===== src/rtl/ram_arbiter_if.sv =====
// Requester-side bus of ram_arbiter: per-port req/we/addr/wdata packed by port,
// one-hot gnt/rvalid pulses, shared rdata and busy.
interface ram_arbiter_if #(
    parameter int ADDR_W = 8,
    parameter int DATA_W = 8
);
    logic [2:0]          req;
    logic [2:0]          we;
    logic [3*ADDR_W-1:0] addr;
    logic [3*DATA_W-1:0] wdata;
    logic [2:0]          gnt;
    logic [2:0]          rvalid;
    logic [DATA_W-1:0]   rdata;
    logic                busy;

    modport master (output req, we, addr, wdata, input gnt, rvalid, rdata, busy);
    modport slave  (input req, we, addr, wdata, output gnt, rvalid, rdata, busy);
endinterface


===== src/rtl/ram_arbiter.sv =====
// Three-port RAM arbiter: IDLE/ISSUE/RESP FSM, one access outstanding, 1-cycle read latency.
// Define ARB_ROUND_ROBIN_EN for round-robin; default is fixed priority 1 > 0 > 2.
module ram_arbiter #(
    parameter int ADDR_W = 8,
    parameter int DATA_W = 8
) (
    input  logic              clk,
    input  logic              rst,
    ram_arbiter_if.slave      bus,
    output logic              ram_write_en,
    output logic              ram_rd_en,
    output logic [ADDR_W-1:0] ram_write_adress,
    output logic [ADDR_W-1:0] ram_rd_adress,
    output logic [DATA_W-1:0] ram_data_in,
    input  logic [DATA_W-1:0] ram_data_out
);
    localparam logic [1:0] IDLE  = 2'd0;
    localparam logic [1:0] ISSUE = 2'd1;
    localparam logic [1:0] RESP  = 2'd2;

    logic [1:0]        state;
    logic [1:0]        win;
    logic              lat_we;
    logic [ADDR_W-1:0] lat_addr;
    logic [DATA_W-1:0] lat_wdata;
    logic [1:0]        pick;
    logic              any_req;

`ifdef ARB_ROUND_ROBIN_EN
    logic [1:0] ptr;
    logic       found;

    // Search starts one past the last granted port, wrapping mod 3.
    always_comb begin
        pick  = 2'd0;
        found = 1'b0;
        for (int k = 1; k <= 3; k++) begin
            if (!found && bus.req[(int'(ptr) + k) % 3]) begin
                pick  = 2'((int'(ptr) + k) % 3);
                found = 1'b1;
            end
        end
    end
`else
    always_comb begin
        pick = 2'd0;
        if (bus.req[1])      pick = 2'd1;
        else if (bus.req[0]) pick = 2'd0;
        else if (bus.req[2]) pick = 2'd2;
    end
`endif

    assign any_req = |bus.req;

    always_ff @(posedge clk or negedge rst) begin
        if (!rst) begin
            state     <= IDLE;
            win       <= 2'd0;
            lat_we    <= 1'b0;
            lat_addr  <= '0;
            lat_wdata <= '0;
`ifdef ARB_ROUND_ROBIN_EN
            ptr       <= 2'd2;
`endif
        end else begin
            case (state)
                IDLE, RESP: begin
                    if (any_req) begin
                        state     <= ISSUE;
                        win       <= pick;
                        lat_we    <= bus.we[pick];
                        lat_addr  <= bus.addr[int'(pick)*ADDR_W +: ADDR_W];
                        lat_wdata <= bus.wdata[int'(pick)*DATA_W +: DATA_W];
                    end else begin
                        state <= IDLE;
                    end
                end
                ISSUE: begin
                    state <= lat_we ? IDLE : RESP;
`ifdef ARB_ROUND_ROBIN_EN
                    ptr   <= win;
`endif
                end
                default: state <= IDLE;
            endcase
        end
    end

    // Outputs decode from registered state/latch only, so reset zeroes them at once.
    always_comb begin
        bus.gnt          = '0;
        bus.rvalid       = '0;
        bus.rdata        = '0;
        ram_write_en     = 1'b0;
        ram_rd_en        = 1'b0;
        ram_write_adress = '0;
        ram_rd_adress    = '0;
        ram_data_in      = '0;
        if (state == ISSUE) begin
            bus.gnt = 3'b001 << win;
            if (lat_we) begin
                ram_write_en     = 1'b1;
                ram_write_adress = lat_addr;
                ram_data_in      = lat_wdata;
            end else begin
                ram_rd_en     = 1'b1;
                ram_rd_adress = lat_addr;
            end
        end else if (state == RESP) begin
            bus.rvalid = 3'b001 << win;
            bus.rdata  = ram_data_out;
        end
    end

    assign bus.busy = (state != IDLE);
endmodule


===== src/flat_wrapper.sv =====
// flat-port wrapper written by rule: the top's interface ports become plain ports
module ram_arbiter_flat 
#(
    parameter int ADDR_W = 8,
    parameter int DATA_W = 8
)
  (clk, rst, ram_write_en, ram_rd_en, ram_write_adress, ram_rd_adress, ram_data_in, ram_data_out, bus_req, bus_we, bus_addr, bus_wdata, bus_gnt, bus_rvalid, bus_rdata, bus_busy);
  ram_arbiter_if #(.ADDR_W(ADDR_W), .DATA_W(DATA_W)) bus_i ();
  input  logic clk;
  input  logic rst;
  output logic ram_write_en;
  output logic ram_rd_en;
  output logic [ADDR_W-1:0] ram_write_adress;
  output logic [ADDR_W-1:0] ram_rd_adress;
  output logic [DATA_W-1:0] ram_data_in;
  input  logic [DATA_W-1:0] ram_data_out;
  input wire logic [$bits(bus_i.req)-1:0] bus_req;
  input wire logic [$bits(bus_i.we)-1:0] bus_we;
  input wire logic [$bits(bus_i.addr)-1:0] bus_addr;
  input wire logic [$bits(bus_i.wdata)-1:0] bus_wdata;
  output wire logic [$bits(bus_i.gnt)-1:0] bus_gnt;
  output wire logic [$bits(bus_i.rvalid)-1:0] bus_rvalid;
  output wire logic [$bits(bus_i.rdata)-1:0] bus_rdata;
  output wire logic [$bits(bus_i.busy)-1:0] bus_busy;
  assign bus_i.req = bus_req;
  assign bus_i.we = bus_we;
  assign bus_i.addr = bus_addr;
  assign bus_i.wdata = bus_wdata;
  assign bus_gnt = bus_i.gnt;
  assign bus_rvalid = bus_i.rvalid;
  assign bus_rdata = bus_i.rdata;
  assign bus_busy = bus_i.busy;
  ram_arbiter #(.ADDR_W(ADDR_W), .DATA_W(DATA_W)) u_core (.clk(clk), .rst(rst), .bus(bus_i), .ram_write_en(ram_write_en), .ram_rd_en(ram_rd_en), .ram_write_adress(ram_write_adress), .ram_rd_adress(ram_rd_adress), .ram_data_in(ram_data_in), .ram_data_out(ram_data_out));
endmodule

===== config.mk =====
export PLATFORM = sky130hd
export DESIGN_NAME = ram_arbiter_flat
export DESIGN_NICKNAME = d
export VERILOG_FILES = /design/src/rtl/ram_arbiter_if.sv /design/src/rtl/ram_arbiter.sv /design/src/flat_wrapper.sv
export SDC_FILE = /design/constraint.sdc
export NUM_CORES = 1
export LEC_CHECK = 0
export ABC_AREA = 1
export CAP_MARGIN = 20
export CORE_MARGIN = 2
export CORE_UTILIZATION = 37
export CTS_BUF_LIST = sky130_fd_sc_hd__clkbuf_4
export CTS_CLUSTER_SIZE = 28
export DETAILED_ROUTE_END_ITERATION = 7
export PLACE_DENSITY = 0.82
export SLEW_MARGIN = 5
export SYNTH_ARGS = -nofsm -noshare
export SYNTH_HDL_FRONTEND = slang
export SYNTH_SLANG_ARGS = --single-unit

===== constraint.sdc =====
create_clock -name clk -period 1.7 [get_ports clk]
set_input_delay 0.34 -clock clk [delete_from_list [all_inputs] [get_ports clk]]
set_output_delay 0.34 -clock clk [all_outputs]
set_load 0.1 [all_outputs]

==> metrics.txt, run 1 <==
final worst clock skew=7.36 ps; number of warnings printed during yosys synthesis=0; number of remaining DRC errors=0; Total Negative Setup Slacks=-3110 ps; number of top-level pins=105; Post-Route Hold Slack=354 ps; global routing usage summed across all routing layers=24.7%; Syn Inst Count=274; Worst Path Buf+Inv=4; # diodes=0; fraction of final layout cells sized beyond drive strength 1=33.0%; Setup Slack @ Placement=-1.13 ps; final instance area=3720 sq um; DIE HEIGHT=69.7 um; Clock Tree Buf Depth=2; nets in the synthesized netlist=338; worst slew margin relative to its limit=79.8%; total power draw=3.62 mW; vias in the first global route=2176; maximum level of the CTS H-tree=1; post-route ant nets=0; Std-Cell Rows=23; dpl hpwl=4.44 mm; arrival time worst endpoint=1500 ps; crit share post-route=108%; CP Capture Type=primary output; clock edge transition at the registers on the reported setup and hold paths=120 ps; area of the core region=4090 sq um; CTS tree=built; final number of hold-violating endpoints=0; Mean Syn Cell Area=5.83 sq um; clock latency of the later-clocked register in the worst-skew pair=300 ps; startpoint types=flip-flop; start-to-end type of the worst setup path=flip-flop to primary output; routability congestion estimate=0.755; number of DRC violations after detailed-routing iteration 0=75; final standard cell count with taps included and fillers excluded=447; kind of cell adding the most delay to the critical path=buffers and inverters; detail-routed net length per standard cell=16.2 um; clock buffer count from CTS=3; distinct cell type count after synthesis=17; number of antenna violations at the first check in global routing=0; pin count of the biggest net entering global routing=22; maximum frequency from static timing analysis=544 MHz; total gr overflow=0; max_cap viols=0; number of clock sinks seen by CTS=21; mean number of vias per cell=5.05; PwrDens=972 nW/um^2; vias=2258; most common cell after layout, fill and taps aside=nand2_1; unrepaired setup endpoints after global routing=yes; final cell utilization of the core=91.1%; global-route wire length before repair=9.87 mm; final-stage net count=462; die area=4860 sq um; cell area after synthesis=1600 sq um; Hold WC Path Type=primary input to asynchronous set/reset pin; synthesized flop and latch total=21; least setup slack across all paths after layout=-137 ps; delay of the slowest cell on the worst path=410 ps; Horiz. Die Dim=69.7 um; wire length after detailed routing=7.22 mm; CP required=1360 ps; CP max FO=5; clock period minus final worst setup slack=1840 ps; signed area change from the synthesized netlist to the final layout=133%; Area after DPL=3480 sq um; Critical-path top delay cell=dfrtp_1; slew at the pin closest to its max-slew limit=302 ps; iteration count of the initial detailed-routing pass=4; leakage power=1.73 nW; number of instances in the placed design=428; outcome=complete, but fails checks; final setup violating endpoints=38; Max Transition Viols Final=0; crit path cell chain=inv_2 -> nand2_4 -> buf_6 -> inv_8 -> nand2_8 -> nor2_4 -> buf_12; number of buffers inserted by port buffering=104; internal reg-to-reg setup slack=420 ps; starting density of the core=39.1%; highest-count cells in the layout ignoring fill and taps=nand2_1, clkdlybuf4s50_1, buf_12; Max VDD drop=0.000389 V; CTS Root Cell=clkbuf_4; violated checks=negative setup slack; count of hold buffers inserted by post-cts repair=0; fraction of the yosys area taken by sequential cells=32.9%
what timing repair did:
action,CTS,global route
pin swaps,8,11
cloned,2,1
setup endpoints to repair,36,40
setup buffers,3,9
gates resized for setup,13,10
registers in the layout (all words and copies together) (netlist names):
| register | flops |
|---|---|
| u_core.state | 2 |
| u_core.lat_addr | 8 |
| u_core.win | 2 |
| u_core.lat_we | 1 |
| u_core.lat_wdata | 8 |
kinds of logic (layout without fill, tap and decap cells):
| family | count (synthesis) | in the layout | share of synthesized area, % |
|---|---|---|---|
| flops | 21 | 21 | 32.9 |
| buf+inv | 41 | 162 | 12.7 |
| compound gates | 2 | 2 | 0.626 |
| simple gates | 210 | 212 | 53.8 |
area by class of cell:
type | instances | area, sq um
clock buffer | 4 | 30.0
fill | 175 | 364
inverter | 27 | 124
multi-input combinational | 214 | 1250
sequential | 21 | 529
tap | 50 | 62.6
timing repair buffer | 131 | 1730
layer usage:
layer,vias up,global-route usage (%),part of all wire (%)
met3,27,0.872,7.3
met1,1015,29.3,35
met4,0,7.91,4.2
met5,-,0,0
met2,151,47.6,53
li1,1065,-,-
synth_stat cells:
library cell | n | area, sq um
nand2_1 | 150 | 563
nand2_4 | 3 | 33.8
o21ai_1 | 1 | 5.00
buf_2 | 4 | 20.0
buf_6 | 3 | 33.8
nand3_1 | 17 | 85.1
clkbuf_1 | 2 | 7.51
inv_4 | 1 | 6.26
nor2_8 | 1 | 20.0
nor3_1 | 6 | 30.0
buf_4 | 5 | 37.5
o21ai_0 | 1 | 5.00
dfrtp_1 | 21 | 526
inv_2 | 1 | 3.75
inv_1 | 25 | 93.8
or2_2 | 1 | 6.26
nor2_1 | 32 | 120
where the power goes:
group          switching, mW  internal [mW]
clock                  0.149          0.108
sequential             0.109          0.615
combinational           1.67          0.966
path summary, 6_finish.rpt:
path	from	endpoint	cells past startpoint
worst max register to register	u_core.state[0]	u_core.win[1]	6
worst max-delay path	u_core.state[1]	ram_write_adress[4]	7
min in group clk	u_core.lat_addr[4]	u_core.lat_addr[4]	2
max in group asynchronous	rst	u_core.win[1]	2
worst min register to register	u_core.lat_addr[4]	u_core.lat_addr[4]	2
worst min-delay path	rst	u_core.lat_addr[7]	2
Note: power is estimated with default switching activity, not from simulation.
==> run 2: changes to the inputs <==
--- a/config.mk
+++ b/config.mk
@@ -12,7 +12,7 @@
 export CTS_BUF_LIST = sky130_fd_sc_hd__clkbuf_4
 export CTS_CLUSTER_SIZE = 28
 export DETAILED_ROUTE_END_ITERATION = 7
-export PLACE_DENSITY = 0.82
+export PLACE_DENSITY = 0.85
 export SLEW_MARGIN = 5
 export SYNTH_ARGS = -nofsm -noshare
 export SYNTH_HDL_FRONTEND = slang
==> run 2 against run 1 <==
The flow still finishes with violations (negative setup slack); global-route usage grew 2.3 points; first-iteration DRC count up 150%; critical path depth decreased by 2; clock skew fell by 6.3 ps; design area decreased by 0.50%; utilization fell by 0.46 points; via count down 0.18%; register-to-register slack better by 40 ps; die area unchanged; wire length decreased by 2.2%; maximum frequency fell by 4.2%; critical path type unchanged; highest routed layer unchanged.
==> metrics.txt, run 2 (same netlist as run 1, synthesis figures left out) <==
delay of the slowest cell on the worst path=430 ps (+20 ps); DIE HEIGHT=69.7 um (unchanged); wire length after detailed routing=7.06 mm (-2.2%); iteration count of the initial detailed-routing pass=6 (+2); worst slew margin relative to its limit=80.8% (+1.0 points); fraction of final layout cells sized beyond drive strength 1=32.1% (-0.85 points); unrepaired setup endpoints after global routing=yes; CP Capture Type=primary output; leakage power=1.71 nW (-1.1%); clock latency of the later-clocked register in the worst-skew pair=320 ps (+20 ps); number of clock sinks seen by CTS=21 (unchanged); signed area change from the synthesized netlist to the final layout=132%; # diodes=0 (unchanged); final worst clock skew=1.01 ps (-6.35 ps); CP max FO=5 (unchanged); start-to-end type of the worst setup path=flip-flop to primary output; Crit Reg-Reg Startpoint=u_core.state[0]; number of DRC violations after detailed-routing iteration 0=187 (+150%); Max Transition Viols Final=0 (unchanged); number of remaining DRC errors=0 (unchanged); number of top-level pins=105 (unchanged); clock buffer count from CTS=3 (unchanged); Total Negative Setup Slacks=-5960 ps (-2850 ps); die area=4860 sq um (unchanged); slew at the pin closest to its max-slew limit=288 ps (-14.5 ps); number of cells on the critical path=5 (-2); post-route ant nets=0 (unchanged); max_cap viols=0 (unchanged); Horiz. Die Dim=69.7 um (unchanged); maximum frequency from static timing analysis=522 MHz (-4.2%); final-stage net count=457 (-1.1%); count of hold buffers inserted by post-cts repair=0 (unchanged); CP required=1360 ps (about the same); maximum level of the CTS H-tree=1 (unchanged); Critical-path top delay cell=dfrtp_1; detail-routed net length per standard cell=16.0 um (-1.1%); crit share post-route=113% (+4.7 points); PwrDens=975 nW/um^2 (+0.30%); number of antenna violations at the first check in global routing=0 (unchanged); Max VDD drop=0.000407 V (+4.7%); startpoint types=flip-flop; crit path cell chain=inv_2 -> nand2_4 -> or2_4 -> nor2_4 -> buf_12; CTS tree=built; total power draw=3.61 mW (-0.21%); Std-Cell Rows=23 (unchanged); starting density of the core=39.1% (unchanged); area of the core region=4090 sq um (unchanged); clock period minus final worst setup slack=1920 ps (+80.1 ps); number of buffers inserted by port buffering=104 (unchanged); Clock Tree Buf Depth=2 (unchanged); kind of cell adding the most delay to the critical path=simple AND/OR/NAND/NOR gates; mean number of vias per cell=5.10 (+0.95%); CP startpoint=u_core.state[1]; highest-count cells in the layout ignoring fill and taps=nand2_1, clkdlybuf4s50_1, buf_12; dpl hpwl=4.48 mm (+1.0%); clock edge transition at the registers on the reported setup and hold paths=120 ps (about the same); pin count of the biggest net entering global routing=22 (unchanged); Hold WC Path Type=primary input to asynchronous set/reset pin; arrival time worst endpoint=1580 ps (+80 ps); global routing usage summed across all routing layers=27.0% (+2.3 points); least setup slack across all paths after layout=-217 ps (-80.1 ps); global-route wire length before repair=10.6 mm (+7.3%); violated checks=negative setup slack; FF-to-FF End=u_core.lat_wdata[6]; vias in the first global route=2158 (-0.83%); outcome=complete, but fails checks; Post-Route Hold Slack=362 ps (+8.00 ps); most common cell after layout, fill and taps aside=nand2_1; total gr overflow=0 (unchanged); R2R cell count=6 (unchanged); final cell utilization of the core=90.6% (-0.46 points); final setup violating endpoints=40 (+5.3%); leading registers by flop count=u_core.lat_addr (8), u_core.lat_wdata (8); vias=2254 (-0.18%); Area after DPL=3480 sq um (+0.14%); number of filler cells placed in the layout=171 (-2.3%); routability congestion estimate=0.756 (+0.17%); CTS Root Cell=clkbuf_4; final instance area=3700 sq um (-0.50%); internal reg-to-reg setup slack=460 ps (+40 ps); CP endpoint=ram_rd_adress[4]; Worst Path Buf+Inv=2 (-2); final number of hold-violating endpoints=0 (unchanged)
[run 2: per-stage QoR]
| stage | instances | worst slack [ps] |
|---|---|---|
| global route | 442 | -255 |
| floorplan | 274 | -197 |
| CTS | 438 | -166 |
| detailed placement | 427 | -33.6 |
| global placement | 427 | 47.7 |
| finish | 442 | -217 |
[run 2: worst min-delay path by stage]
stage / startpoint / endpoint / slack (ps) / cells after the start
finish: rst / u_core.lat_wdata[3] / 360 / 2
global route: rst / u_core.lat_addr[4] / 380 / 2
CTS: rst / u_core.state[1] / 360 / 2
global placement: u_core.lat_wdata[6] / u_core.lat_wdata[6] / 460 / 2
detailed placement: u_core.lat_wdata[7] / u_core.lat_wdata[7] / 470 / 2
floorplan: rst / u_core.lat_addr[0] / 40 / 0
[run 2: area by class of cell]
class	count	area [sq um]	share of cell area, %
clock buffer	3	22.5	0.608
clock inverter	1	5.00	0.135
inverter	27	124	3.34
multi-input combinational	214	1250	33.7
sequential	21	531	14.3
tap	50	62.6	1.69
timing repair buffer	126	1710	46.2
[run 2: layer usage]
| metal | part of all wire, % | global-route usage (%) | vias up |
|---|---|---|---|
| met5 | 0 | 0 | - |
| met4 | 1.9 | 10.0 | 0 |
| met3 | 8.6 | 2.47 | 13 |
| met2 | 51 | 47.6 | 160 |
| met1 | 39 | 34.2 | 1026 |
| li1 | - | - | 1055 |
[run 2: repair_timing]
item / in CTS / in global routing
pin swaps: 10 / 13
gates cloned: 2 / 1
endpoints found under the setup margin: 37 / 41
resized for setup: 13 / 8
hold endpoints to repair: 0 / 0
setup buffers: 6 / 4
[run 2: power breakdown]
part           internal [mW]  switching, mW
clock network         0.0882          0.169
logic                  0.959           1.67
registers              0.616          0.112
total                   1.66           1.95
